File: config.mk
export PLATFORM = sky130hd
export DESIGN_NAME = exception_seq
export DESIGN_NICKNAME = d
export VERILOG_FILES = /design/src/rtl/exception_seq.sv
export SDC_FILE = /design/constraint.sdc
export NUM_CORES = 1
export LEC_CHECK = 0
export BUFFER_PORTS_ARGS = -buffer_cell sky130_fd_sc_hd__buf_2
export CORE_MARGIN = 2
export CORE_UTILIZATION = 40
export DETAILED_ROUTE_END_ITERATION = 10
export PLACE_DENSITY = 0.68
export SLEW_MARGIN = 30
export SYNTH_ARGS = -nofsm -noshare
export SYNTH_HDL_FRONTEND = slang
export SYNTH_SLANG_ARGS = --single-unit
File: constraint.sdc
create_clock -name clk -period 3.1 [get_ports clk]
set_input_delay 0.93 -clock clk [delete_from_list [all_inputs] [get_ports clk]]
set_output_delay 0.93 -clock clk [all_outputs]
set_load 0.02 [all_outputs]
File: src/rtl/exception_seq.sv
// Multicycle exception sequencer: saves PC-4 into EPC, fetches the handler byte
// at 253/254/255 and loads it into PC while holding the main control in a stall.
module exception_seq #(
    parameter int unsigned MEM_WAIT = 2
) (
    input  logic       clk,
    input  logic       reset,
    input  logic       check,
    input  logic       bad_opcode,
    input  logic       overflow,
    input  logic       div_zero,
    output logic       busy,
    output logic       done,
    output logic [1:0] exc_cause,
    output logic [7:0] exc_count,
    output logic       EPC_write,
    output logic [1:0] ALU_src_A,
    output logic [1:0] ALU_src_B,
    output logic [2:0] ALU_op,
    output logic [2:0] iorD,
    output logic       mem_reg_write,
    output logic [1:0] load_ctrl,
    output logic [1:0] PC_src,
    output logic       PC_write
);

    localparam int unsigned CntW = (MEM_WAIT > 1) ? $clog2(MEM_WAIT) : 1;
    localparam logic [CntW-1:0] WaitLoad = CntW'(MEM_WAIT - 1);

    typedef enum logic [2:0] {
        StIdle,
        StSaveEpc,
        StAddr,
        StLatch,
        StLoadPc,
        StDone
    } state_e;

    localparam logic [1:0] CauseNone     = 2'b00;
    localparam logic [1:0] CauseOpcode   = 2'b01;
    localparam logic [1:0] CauseOverflow = 2'b10;
    localparam logic [1:0] CauseDivZero  = 2'b11;

    state_e          state_q, state_d;
    logic [CntW-1:0] wait_q, wait_d;
    logic [1:0]      cause_q, cause_d;
    logic [7:0]      count_q, count_d;
    logic            req;
    logic [1:0]      req_cause;

    assign req = check & (bad_opcode | overflow | div_zero);

    always_comb begin
        req_cause = CauseNone;
        if (bad_opcode) begin
            req_cause = CauseOpcode;
        end else if (overflow) begin
            req_cause = CauseOverflow;
        end else if (div_zero) begin
            req_cause = CauseDivZero;
        end
    end

    always_ff @(posedge clk or posedge reset) begin
        if (reset) begin
            state_q <= StIdle;
            wait_q  <= '0;
            cause_q <= CauseNone;
            count_q <= '0;
        end else begin
            state_q <= state_d;
            wait_q  <= wait_d;
            cause_q <= cause_d;
            count_q <= count_d;
        end
    end

    // Requests are only looked at in IDLE; anything arriving mid-sequence is dropped.
    always_comb begin
        state_d = state_q;
        wait_d  = wait_q;
        cause_d = cause_q;
        count_d = count_q;
        unique case (state_q)
            StIdle: begin
                if (req) begin
                    state_d = StSaveEpc;
                    cause_d = req_cause;
                    count_d = (count_q == 8'hFF) ? count_q : count_q + 8'd1;
                end
            end
            StSaveEpc: begin
                state_d = StAddr;
                wait_d  = WaitLoad;
            end
            StAddr: begin
                if (wait_q == '0) begin
                    state_d = StLatch;
                end else begin
                    wait_d = wait_q - CntW'(1);
                end
            end
            StLatch:  state_d = StLoadPc;
            StLoadPc: state_d = StDone;
            StDone:   state_d = StIdle;
            default:  state_d = StIdle;
        endcase
    end

    // Handler byte address 253/254/255 follows directly from the cause code.
    always_comb begin
        busy          = 1'b0;
        done          = 1'b0;
        EPC_write     = 1'b0;
        ALU_src_A     = 2'b00;
        ALU_src_B     = 2'b00;
        ALU_op        = 3'b000;
        iorD          = 3'b000;
        mem_reg_write = 1'b0;
        load_ctrl     = 2'b00;
        PC_src        = 2'b00;
        PC_write      = 1'b0;
        unique case (state_q)
            StIdle: ;
            StSaveEpc: begin
                busy      = 1'b1;
                EPC_write = 1'b1;
                ALU_src_A = 2'b00;
                ALU_src_B = 2'b01;
                ALU_op    = 3'b010;
            end
            StAddr: begin
                busy = 1'b1;
                iorD = {1'b0, cause_q} + 3'd1;
            end
            StLatch: begin
                busy          = 1'b1;
                iorD          = {1'b0, cause_q} + 3'd1;
                mem_reg_write = 1'b1;
            end
            StLoadPc: begin
                busy      = 1'b1;
                load_ctrl = 2'b10;
                PC_src    = 2'b10;
                PC_write  = 1'b1;
            end
            StDone: begin
                busy = 1'b1;
                done = 1'b1;
            end
            default: ;
        endcase
    end

    assign exc_cause = cause_q;
    assign exc_count = count_q;

    assert property (@(posedge clk) disable iff (reset)
        (iorD != 3'b000) |-> (state_q inside {StAddr, StLatch}));
    assert property (@(posedge clk) disable iff (reset)
        busy |-> (cause_q != CauseNone));
    assert property (@(posedge clk) disable iff (reset)
        done |=> !done);

endmodule

==> metrics <==
worst hold path depth 1; CTS buffer count 3; HP Start exc_count[6]; Slew @ Worst Pin 516 ps; worst vdd ir 566 uV; Post-Route WL 1.40 mm; Worst Hold Class flop to flop; Vias/cell 4.62; area of the multi-input gates 395 sq um; min Tclk post-route 2370 ps; FF-to-FF End exc_count[6]; pins over their slew limit 0; synthesis-to-finish area growth 13.9%; share of cells above drive strength 1 35.5%; largest net degree at the start of global routing 15; critical path type flop to output port; drt wl/cell 10.5 microns; Max-cap violations 0; Layout Skew 3.52 ps; worst-path fanout max 9; Worst R2R Start state_q[1]; R2R Setup Slk 1440 ps; vias in the first global route 514; H-tree Lvls 1; first drt pass iteration count 2; total core area 1980 sq um; DR vias 619; CTS Sinks 14; CP Capture Type output port; LEAKAGE 0.507 nW; hold buffers post-CTS 0; status finished, final reports clean; Remaining Overflow, GRT 0; Hold EP exc_count[6]; IO buf count 27; FMAX 422 MHz; antenna cell count 0; # IOs 35; gp weighted congestion 0.744; most frequent cells in the layout buf_2 (27), dfrtp_1 (14), conb_1 (7); Die W 50.1 microns; Worst EP arrival 1440 ps; post_cts resized 0; row count 16; Hold Vio Cnt, Final 0; TNS Setup 0 ps; total setup buffers inserted after CTS 0; Clock Pin Slew Worst Setup and Hold Paths 80 ps; Post-DP HPWL 1.12 mm; DRC 0; full die area 2510 sq um; Syn Area/Cell 10.1 sq um; yosys warns 0; Design Area, Final 966 sq um; CP required 2170 ps; initial core utilization 42.8%; cells on worst reg2reg path 4; Reg area 350 sq um; antenna violations before repair 0; Initial DRC Count 6; Cell Area, Synth 848 sq um; Cells after Synth 84; Yosys reg bits 14; most common cell after layout, fill and taps aside buf_2; CTS tree built; final setup violation count 0; first-pass GRT wire length 2.19 mm; placed cell area 930 sq um; antenna-violating nets left 0; relative max-transition margin 65.6%; Final nets 116; crit share post-route 76.4%; power per cell area 1000 nW/um^2; Die Y-Extent 50.1 microns; clk buf depth 2; CP Launch Type flop; clk_lat worst skew 270 ps; FILL cells 198; GRT Total Usage 11.5%; sequential area share after synthesis 41.3%; Synth cell types 28; root buffer cell clkbuf_4; RSZ-0062 raised after global routing no
[registers in the layout (all words and copies together) (netlist names)]
register and cells:
state_q 3, exc_count 8, wait_q 1, exc_cause 2
[where the power goes]
group          switching (W)  total [W]  leakage, nW  internal [W]
clock network      0.0000545   0.000126       0.0210     0.0000714
registers           0.000106   0.000358        0.176      0.000252
logic               0.000293   0.000485        0.310      0.000193
total               0.000454   0.000970        0.507      0.000516
[logic make-up after synthesis]
group | count (synthesis) | share of synthesized area [%]
adder cells (fa/ha/maj) | 2 | 2.95
flip-flops | 14 | 41.3
AND/OR/NAND/NOR | 29 | 22.3
AO/OA/AOI/OAI | 12 | 10.0
other | 1 | 0.442
XOR/XNOR | 8 | 8.26
buffers and inverters | 18 | 14.7
[how the worst max path moves through the flow]
stage / end / depth (start not counted) / from
finish: PC_src[1] / 3 / state_q[2]
global placement: exc_count[6] / 5 / check
floorplan: ALU_op[1] / 3 / state_q[0]
CTS: PC_src[1] / 3 / state_q[2]
detailed placement: exc_count[6] / 5 / check
global route: load_ctrl[1] / 3 / state_q[2]
[routing by layer]
metal  part of all wire, %  GRT usage [%]  up-vias  routed length [microns]
li1                      -              -      312                        -
met1                    48           15.2      287                      672
met2                    46           17.3       20                      644
met3                   6.1           3.03        0                       85
met4                     0           5.56        0                        0
met5                     0              0        -                        0
[through the flow]
| stage | power [W] | hold WS (ps) | setup WS, ps | std cells | utilization (%) |
|---|---|---|---|---|---|
| after floorplan | 0.000762 | 489 | 761 | 90 | - |
| after global placement | 0.000838 | 490 | 1030 | 130 | 46.9 |
| after detailed placement | 0.000853 | 493 | 1000 | 130 | 46.9 |
| after CTS | 0.000979 | 506 | 727 | 134 | 48.7 |
| after global routing | 0.00105 | 533 | 626 | 134 | 48.7 |
| final | 0.000970 | 507 | 732 | 134 | 48.7 |
[synth_stat cells]
cell type  instances  area share, %
a21oi_1            6            3.5
a32oi_1            1            1.0
and2_1             4            2.9
and2b_2            1            1.0
and3_1             1           0.74
buf_2              1           0.59
buf_4             11            9.7
buf_6              2            2.7
conb_1             1           0.44
dfrtp_1           14             41
ha_1               2            2.9
inv_1              4            1.8
nand2_1            5            2.2
nand2b_1           1           0.74
nand3_1            2            1.2
nand4_1            3            2.2
nor2_1             2           0.89
nor3_1             2            1.2
nor3_2             2            2.4
nor3b_1            2            1.8
nor4b_4            1            2.8
o211a_1            1            1.2
o211ai_4           1            2.5
o21ai_0            3            1.8
or2_2              2            1.5
or3_1              1           0.74
xnor2_1            5            5.2
xor2_1             3            3.1
[worst max-delay path: stages (launching register included)]
cell	delay, ps
dfrtp_1	500
inv_1	120
nor3_1	310
buf_2	230
[final cells by class]
class	instances	area share [%]
Timing Repair Buffer	27	14.0
Clock buffer	4	3.76
Multi-Input combinational cell	58	40.9
Sequential cell	14	36.3
Tap cell	27	3.50
Inverter	4	1.55
No activity file was read; power rests on OpenSTA's default activity.
